===== src/rtl/framebuf_pingpong_arbiter_pkg.sv =====
// Shared definitions for the ping-pong frame-buffer arbiter: state encoding and default widths.
package framebuf_pingpong_arbiter_pkg;

  localparam int unsigned FB_ADDR_WIDTH = 19;
  localparam int unsigned FB_DROP_WIDTH = 8;

  typedef enum logic [1:0] {
    CLEAR     = 2'd0,
    WRITE     = 2'd1,
    WAIT_SWAP = 2'd2
  } fb_state_e;

endpackage


===== src/rtl/framebuf_pingpong_arbiter_bank_port_mux.sv =====
// Steers the write-side and read-side accesses onto the two BRAM ports according to writeBank.
module framebuf_pingpong_arbiter_bank_port_mux
  import framebuf_pingpong_arbiter_pkg::*;
#(
  parameter int unsigned ADDR_WIDTH = FB_ADDR_WIDTH
) (
  input  logic                  writeBank,
  input  logic                  wrWe,
  input  logic [ADDR_WIDTH-1:0] wrAddrSel,
  input  logic                  wrDataSel,
  input  logic [ADDR_WIDTH-1:0] rdAddr,
  input  logic                  RD0,
  input  logic                  RD1,
  output logic                  WE0,
  output logic                  WE1,
  output logic [ADDR_WIDTH-1:0] addrB0,
  output logic [ADDR_WIDTH-1:0] addrB1,
  output logic                  WD,
  output logic                  rdData
);

  // The read bank never sees a write strobe.
  always_comb begin
    WE0    = 1'b0;
    WE1    = 1'b0;
    addrB0 = rdAddr;
    addrB1 = rdAddr;
    WD     = wrDataSel;
    rdData = writeBank ? RD0 : RD1;
    if (writeBank) begin
      WE1    = wrWe;
      addrB1 = wrAddrSel;
    end else begin
      WE0    = wrWe;
      addrB0 = wrAddrSel;
    end
  end

endmodule


===== src/rtl/framebuf_pingpong_arbiter.sv =====
// Ping-pong frame-buffer arbiter: clears the write bank, opens it to the writer, and swaps
// bank roles at a reader frame start once the writer has finished its frame.
module framebuf_pingpong_arbiter
  import framebuf_pingpong_arbiter_pkg::*;
#(
  parameter int unsigned ADDR_WIDTH = FB_ADDR_WIDTH,
  parameter int unsigned DROP_W     = FB_DROP_WIDTH
) (
  input  logic                  TMDSclk,
  input  logic                  rst,
  input  logic [ADDR_WIDTH-1:0] frameSize,
  input  logic                  wrEn,
  input  logic [ADDR_WIDTH-1:0] wrAddr,
  input  logic                  wrData,
  input  logic                  wrFrameDone,
  output logic                  wrReady,
  input  logic [ADDR_WIDTH-1:0] rdAddr,
  input  logic                  rdFrameStart,
  output logic                  rdData,
  output logic                  WE0,
  output logic                  WE1,
  output logic [ADDR_WIDTH-1:0] addrB0,
  output logic [ADDR_WIDTH-1:0] addrB1,
  output logic                  WD,
  input  logic                  RD0,
  input  logic                  RD1,
  output logic                  writeBank,
  output logic [DROP_W-1:0]     dropCount
);

  fb_state_e             state_q, state_d;
  logic                  bank_q, bank_d;
  logic [ADDR_WIDTH-1:0] clr_addr_q, clr_addr_d;
  logic [DROP_W-1:0]     drop_q, drop_d;
  logic                  ready_q;

  logic [ADDR_WIDTH-1:0] clr_last_c;
  logic                  wr_we_c;
  logic [ADDR_WIDTH-1:0] wr_addr_c;
  logic                  wr_data_c;

  // Last clear address; a zero frame size behaves as a one-pixel frame.
  assign clr_last_c = (frameSize == '0) ? '0 : frameSize - ADDR_WIDTH'(1);

  always_ff @(posedge TMDSclk) begin
    if (rst) begin
      state_q    <= CLEAR;
      bank_q     <= 1'b0;
      clr_addr_q <= '0;
      drop_q     <= '0;
      ready_q    <= 1'b0;
    end else begin
      state_q    <= state_d;
      bank_q     <= bank_d;
      clr_addr_q <= clr_addr_d;
      drop_q     <= drop_d;
      ready_q    <= (state_d == WRITE);
    end
  end

  always_comb begin
    state_d    = state_q;
    bank_d     = bank_q;
    clr_addr_d = clr_addr_q;
    drop_d     = drop_q;
    wr_we_c    = 1'b0;
    wr_addr_c  = wrAddr;
    wr_data_c  = 1'b0;

    unique case (state_q)
      CLEAR: begin
        wr_we_c   = 1'b1;
        wr_addr_c = clr_addr_q;
        if (clr_addr_q == clr_last_c) begin
          clr_addr_d = '0;
          state_d    = WRITE;
        end else begin
          clr_addr_d = clr_addr_q + ADDR_WIDTH'(1);
        end
        if (rdFrameStart && (drop_q != '1)) drop_d = drop_q + DROP_W'(1);
      end
      WRITE: begin
        wr_we_c   = wrEn;
        wr_data_c = wrData;
        if (wrFrameDone) begin
          // A coincident reader frame start swaps immediately instead of waiting.
          if (rdFrameStart) begin
            bank_d     = ~bank_q;
            clr_addr_d = '0;
            state_d    = CLEAR;
          end else begin
            state_d = WAIT_SWAP;
          end
        end else if (rdFrameStart && (drop_q != '1)) begin
          drop_d = drop_q + DROP_W'(1);
        end
      end
      WAIT_SWAP: begin
        if (rdFrameStart) begin
          bank_d     = ~bank_q;
          clr_addr_d = '0;
          state_d    = CLEAR;
        end
      end
      default: begin
        state_d    = CLEAR;
        clr_addr_d = '0;
      end
    endcase

    // No BRAM write may land while reset is being applied.
    if (rst) wr_we_c = 1'b0;
  end

  framebuf_pingpong_arbiter_bank_port_mux #(
    .ADDR_WIDTH (ADDR_WIDTH)
  ) u_bank_port_mux (
    .writeBank (bank_q),
    .wrWe      (wr_we_c),
    .wrAddrSel (wr_addr_c),
    .wrDataSel (wr_data_c),
    .rdAddr    (rdAddr),
    .RD0       (RD0),
    .RD1       (RD1),
    .WE0       (WE0),
    .WE1       (WE1),
    .addrB0    (addrB0),
    .addrB1    (addrB1),
    .WD        (WD),
    .rdData    (rdData)
  );

  assign wrReady   = ready_q;
  assign writeBank = bank_q;
  assign dropCount = drop_q;

endmodule

===== config.mk =====
export PLATFORM = sky130hd
export DESIGN_NAME = framebuf_pingpong_arbiter
export DESIGN_NICKNAME = d
export VERILOG_FILES = /design/src/rtl/framebuf_pingpong_arbiter_pkg.sv /design/src/rtl/framebuf_pingpong_arbiter_bank_port_mux.sv /design/src/rtl/framebuf_pingpong_arbiter.sv
export SDC_FILE = /design/constraint.sdc
export NUM_CORES = 1
export LEC_CHECK = 0
export BUFFER_PORTS_ARGS = -buffer_cell sky130_fd_sc_hd__buf_2
export CAP_MARGIN = 30
export CORE_UTILIZATION = 46
export DETAILED_ROUTE_END_ITERATION = 10
export PLACE_DENSITY = 0.78
export SLEW_MARGIN = 40
export SYNTH_ARGS = -nofsm -noshare
export SYNTH_HDL_FRONTEND = slang
export SYNTH_SLANG_ARGS = --single-unit

===== constraint.sdc =====
create_clock -name TMDSclk -period 4 [get_ports TMDSclk]
set_input_delay 1.2 -clock TMDSclk [delete_from_list [all_inputs] [get_ports TMDSclk]]
set_output_delay 1.2 -clock TMDSclk [all_outputs]
set_load 0.01 [all_outputs]

### Word level (Yosys, flattened, before mapping)

Cells that the tools add are included.

* bits in registers: 31
* word-level logic and storage cells: 48

* reductions and logical operators: 7
* mux-type cells: 25
* bitwise operators: 1
* add/sub/neg operators: 3
* equality and inequality tests: 7

Operator list (count)
* two-way mux 19 bit: 7
* case mux 19 bit (3 select lines): 1
* adder 19 x 1 -> 19 bit, second input constant: 1
* == test 19 bit: 1
* zero test 19 bit: 1
* subtractor 19 x 1 -> 19 bit, second input constant: 1
* two-way mux 8 bit: 2
* case mux 8 bit (2 select lines): 1
* adder 8 x 1 -> 8 bit, second input constant: 1
* two-way mux 2 bit: 4
* inequality test 8 bit, second input constant: 1
* two-way mux 1 bit: 7
* case mux 2 bit (3 select lines): 1
* == test 2 x 1 -> 1 bit, second input constant: 2
* inequality test 2 bit, second input constant: 2
* case mux 1 bit (2 select lines): 2
* AND reduction 2 bit: 2
* nonzero test 2 bit: 2
* == test 2 bit, second input constant: 1
* zero test 2 bit: 1
* logical AND 1 bit: 1
* inverter 1 bit: 1

### Longest topological paths before layout

* depth in word-level cells: 6
* mapped depth: 12

### Hierarchy

From an unflattened synthesis, not the netlist that was laid out.

* cell total of the unflattened synthesis: 401
* area total of the unflattened synthesis: 3433.3 µm²

By module, submodules not included
* framebuf_pingpong_arbiter: cells an instance 354, sequential area each 620.6 µm², area each 2745.1 µm², times used 1
* framebuf_pingpong_arbiter_bank_port_mux: cells an instance 47, sequential area each 0.0 µm², area each 688.2 µm², times used 1

### Worst setup path before layout

No wires, ideal clock.

* kind: input to register
* start point: input port frameSize[3]
* end point: register clr_addr_q[10]
* cell stages on the path: 10
* arrival: 3.928 ns
* setup slack: -0.061 ns
* path through: buf_4 -> or4_4 -> or3_4 -> or3_1 -> a21oi_1 -> nand4b_1 -> a311o_1 -> nor4_4 -> buf_6 -> nor4_1

* longest elaborated chain between the ends: 5

RTL lines
* start, declared: RTL line framebuf_pingpong_arbiter.sv:11 `input logic [ADDR_WIDTH-1:0] frameSize,`
* subtractor 19 x 1 -> 19 bit / zero test 19 bit (equally long branches): RTL line framebuf_pingpong_arbiter.sv:43 `assign clr_last_c = (frameSize == '0) ? '0 : frameSize - ADDR_WIDTH'(1);`
* two-way mux 19 bit *: RTL line framebuf_pingpong_arbiter.sv:43
* == test 19 bit *: RTL line framebuf_pingpong_arbiter.sv:74 `if (clr_addr_q == clr_last_c) begin`
* two-way mux 19 bit *: RTL line framebuf_pingpong_arbiter.sv:74
* case mux 19 bit (3 select lines) *: RTL line framebuf_pingpong_arbiter.sv:70 `unique case (state_q)`
* end signal, assigned: RTL line framebuf_pingpong_arbiter.sv:55 `clr_addr_q <= clr_addr_d;`
* end, declared: RTL line framebuf_pingpong_arbiter.sv:33 `logic [ADDR_WIDTH-1:0] clr_addr_q, clr_addr_d;`

Mark *: on every way between the ends. The rest lies on a longest branch, timed or not.
A chain may end at the register's enable or synchronous reset.

### Worst setup path in the final report

* start point: input port frameSize[0]
* end point: register state_q[1]

* longest elaborated chain between the ends: 5

RTL lines
* subtractor 19 x 1 -> 19 bit / zero test 19 bit (equally long branches): RTL line framebuf_pingpong_arbiter.sv:43
* two-way mux 19 bit *: RTL line framebuf_pingpong_arbiter.sv:43
* == test 19 bit *: RTL line framebuf_pingpong_arbiter.sv:74
* two-way mux 2 bit *: RTL line framebuf_pingpong_arbiter.sv:74
* case mux 2 bit (3 select lines) *: RTL line framebuf_pingpong_arbiter.sv:70
* end signal, assigned: RTL line framebuf_pingpong_arbiter.sv:53 `state_q <= state_d;`
* end, declared: RTL line framebuf_pingpong_arbiter.sv:31 `fb_state_e state_q, state_d;`

Marks and branches as above.

==> metrics.csv <==
stage,metric,value,unit
power_and_ir_drop,leakage,0.00191,uW
cts,holdBufCountCts,0,
floorplan,initial_core_util,47.4,%
setup_path,max_stage_delay,0.46,ns
final_layout,diodes,0,
cts,cts-root-buf,clkbuf_8,
setup_path,cp_max_fo,6,
flow_run,cap_violations,0,
cts,clkLatencyLatePin,0.27,ns
sta,skew,0.00313,ns
worst_hold_path,min_path_cells,2,
setup_path,r2r_setup_slack,1.43,ns
synth,ys.flop_type,dfxtp_1,
final_layout,fill_cells,631,
final_layout,fin_area,4110,sq um
setup_path,worstPathArrival,4.02,ns
power_and_ir_drop,power_density,175,nW/um^2
synth,ys_seq_area_share,19.3,%
cts,cts.sinks,31,
grt,antenna_found_initial,0,
route,ant_nets,0,
synth,yosysWarnings,0,
sta,maxSlewViolCount,0,
floorplan,fp.dieH,85.7,um
status,status,"complete, no violations",
route,drt_iter0_drc,203,
sta,period_needed,3.85,ns
sta,rsz0062_at_grt,no,
power_and_ir_drop,p_sw_share,28.7,%
worst_hold_path,timing.hold.worst.class,reg2reg,
route,num_vias,3560,
cts,cts.clk_slew.worst_paths,0.06,ns
power_and_ir_drop,internal-power,514,uW
placed_design,dp_hpwl,7190,um
setup_path,worstReg2RegStart,state_q[1],
synth,synth_seq_cells,31,
sta,setup_viol,0,
synth,syn_avg_cell_area,7.53,sq um
route,routed_wl,8980,um
grt,grt_overflow,0,
route,drt-wirelength-per-cell,14.0,um
synth,synthCells,428,
setup_path,worstReg2RegEnd,dropCount[5],
power_and_ir_drop,pwr-share-comb,23.1,%
cts,cts_max_level,2,
grt,grt_max_degree,60,
synth,synth_cell_types,58,
route,drcViolationCount,0,
route,vias_per_cell,5.53,
grt,grt_use_total,23.8,%
final_layout,area_growth,27.7,%
cts,cts_tree,built,
sta,hold_viol,0,
synth,synth_area,3220,sq um
placed_design,dp_slack,-0.137,ns
setup_path,critical_path.cell_chain,buf_2 -> inv_1 -> ha_1 -> nor3b_1 -> a21boi_0 -> or2_2 -> or4_1 -> and3_1 -> a311o_1 -> or3_4 -> o211a_1,
sta,timing.final.ws_setup,0.152,ns
placed_design,portBuffers,116,
sta,holdWs,0.538,ns
setup_path,start_kind,input port,
setup_path,slowest_stage,or4_1,
final_layout,drive_gt1_share,29.9,%
power_and_ir_drop,pwr-share-clk,32.0,%
setup_path,cp_data_required_time,4.17,ns
sta,slew_headroom,53.0,%
worst_hold_path,holdCritStartpoint,writeBank,
synth,synth_edf_count,0,
floorplan,num_rows,30,
grt,grt_pass1_vias,3091,
power_and_ir_drop,p_sw,207,uW
placed_design,dpl-instance-area,4030,sq um
sta,setup_tns,0,ns
sta,fmax,0.260,GHz
placed_design,globalplace.congestion,0.915,
floorplan,dieArea,7340,sq um
cts,numCtsBuffers,5,
setup_path,critPathKind,in2reg,
grt,grt_pass1_wl,14100,um
synth,syn_nets,500,
sta,period_share,96.2,%
power_and_ir_drop,pwr-share-seq,44.8,%
floorplan,die_w,85.7,um
setup_path,rr_worst_depth,9,
route,drt_pre_antenna_iters,4,
floorplan,io_pins,117,
final_layout,layout.nets,619,
synth,async_flop_share,0,%
floorplan,core,6790,sq um
worst_hold_path,holdPathEnd,writeBank,
setup_path,crit_path_end_kind,flip-flop,
power_and_ir_drop,ir_worst_vdd,0.101,mV
setup_path,cp.depth,11,
cts,cts_buffer_depth,2,
power_and_ir_drop,total_power,721,uW
setup_path,worst-path-buf-inv,2,
setup_path,path_delay_family,simple AND/OR/NAND/NOR gates,
sta,worst_slew_pin_slew,0.705,ns
area by class of cell:
| type | instances | area [sq um] | share of cell area [%] |
|---|---|---|---|
| Tap cell | 96 | 120 | 2.92 |
| Multi-Input combinational cell | 338 | 2380 | 58.0 |
| Clock buffer | 7 | 76.3 | 1.86 |
| Timing Repair Buffer | 144 | 803 | 19.5 |
| Sequential cell | 31 | 622 | 15.1 |
| Clock inverter | 1 | 5.00 | 0.122 |
| Inverter | 27 | 101 | 2.46 |
flip-flops by register name, indices dropped and copies added, names as in the netlist:
name / count
writeBank: 1
wrReady: 1
dropCount: 8
state_q: 2
clr_addr_q: 19
cells in the mapped netlist, types with 2 or more instances:
cell	n	share of area, %
and3_1	4	0.78
a2111oi_0	2	0.54
nand2_1	13	1.5
ha_1	7	2.7
nand4b_1	2	0.54
or4_1	4	0.93
or3_4	2	0.70
dfxtp_1	31	19
inv_1	27	3.1
a22o_1	4	1.1
nor4_4	2	1.3
nand3b_1	5	1.2
a21boi_0	3	0.70
and2_1	3	0.58
o2111ai_1	2	0.54
nor2b_1	6	1.2
xnor2_1	15	4.1
a32oi_1	2	0.54
xnor3_1	2	1.4
o21a_1	2	0.47
o21ai_0	11	1.7
nor3b_1	7	1.6
or3_1	6	1.2
o31ai_1	2	0.47
a21oi_1	26	4.0
nor2_1	50	5.8
nand2b_1	3	0.58
nor4_1	24	4.7
clkbuf_1	23	2.7
nor3_1	11	1.7
buf_2	3	0.47
a22oi_1	2	0.47
or2_2	3	0.58
nor4b_1	3	0.82
a31oi_1	2	0.39
nand4_1	11	2.1
buf_1	4	0.47
nand3_1	13	2.0
and3b_1	2	0.54
xor2_1	23	6.3
mux2i_1	43	13
o22ai_1	2	0.39
worst reg2reg max path, delay by kind of cell, from the launching register on:
kind                     cells  cell delay (ns)
AO/OA/AOI/OAI                1             0.28
adder cells (fa/ha/maj)      1             0.61
buffers and inverters        2             0.40
AND/OR/NAND/NOR              4             0.62
XOR/XNOR                     1             0.17
flip-flops                   1             0.36
metal layers:
| metal | up-vias | global-route usage, % | part of all wire [%] |
|---|---|---|---|
| met5 | - | 0 | 0 |
| met4 | 0 | 5.45 | 0.83 |
| met3 | 8 | 3.27 | 5.5 |
| met2 | 146 | 43.1 | 47 |
| met1 | 1613 | 29.8 | 46 |
| li1 | 1793 | - | - |
logic make-up after synthesis:
group | after synthesis | share of synthesized area, %
flops | 31 | 19.3
simple gates | 176 | 31.0
compound gates | 71 | 14.3
fa+ha+maj | 7 | 2.72
xor+xnor | 40 | 11.7
buf+inv | 59 | 7.34
mux | 44 | 13.7
layout by cell type (no fill, tap or decap), types with 6 or more instances in the layout:
cell type,count
nor3_1,10
nor2b_1,6
buf_4,27
nand4_1,11
inv_1,27
xnor2_1,15
mux2i_1,43
o21ai_0,11
nor4_1,23
nand3_1,13
nor3b_1,6
nand2_1,13
or3_1,6
a21oi_1,26
buf_2,116
xor2_1,23
ha_1,7
nor2_1,50
dfxtp_1,30
timing repair:
item                       4_1_cts  5_1_grt
setup buffers                    0        0
setup endpoints to repair        0        3
gates resized for setup          0        1
stage by stage:
step	instances	util, %
2_1_floorplan	428	-
3_3_place_gp	636	59.3
3_5_place_dp	636	59.3
4_1_cts	644	60.5
5_1_grt	644	60.5
6_report	644	60.5
worst max path at each step:
stage	start	end	slack (ns)
after global routing	frameSize[0]	clr_addr_q[10]	0.02
after floorplan	frameSize[3]	clr_addr_q[10]	0.005
final	frameSize[0]	state_q[1]	0.15
after global placement	frameSize[3]	state_q[1]	-0.07
after CTS	frameSize[3]	state_q[1]	0.16
after detailed placement	frameSize[3]	state_q[1]	-0.14
power groups by stage:
stage	Combinational, uW	Sequential (uW)	Clock (uW)
detailed placement	165	330	0
global placement	159	329	0
CTS	165	323	236
global route	185	324	248
floorplan	88.9	326	0
finish	167	323	231
No activity file was read; power rests on OpenSTA's default activity.
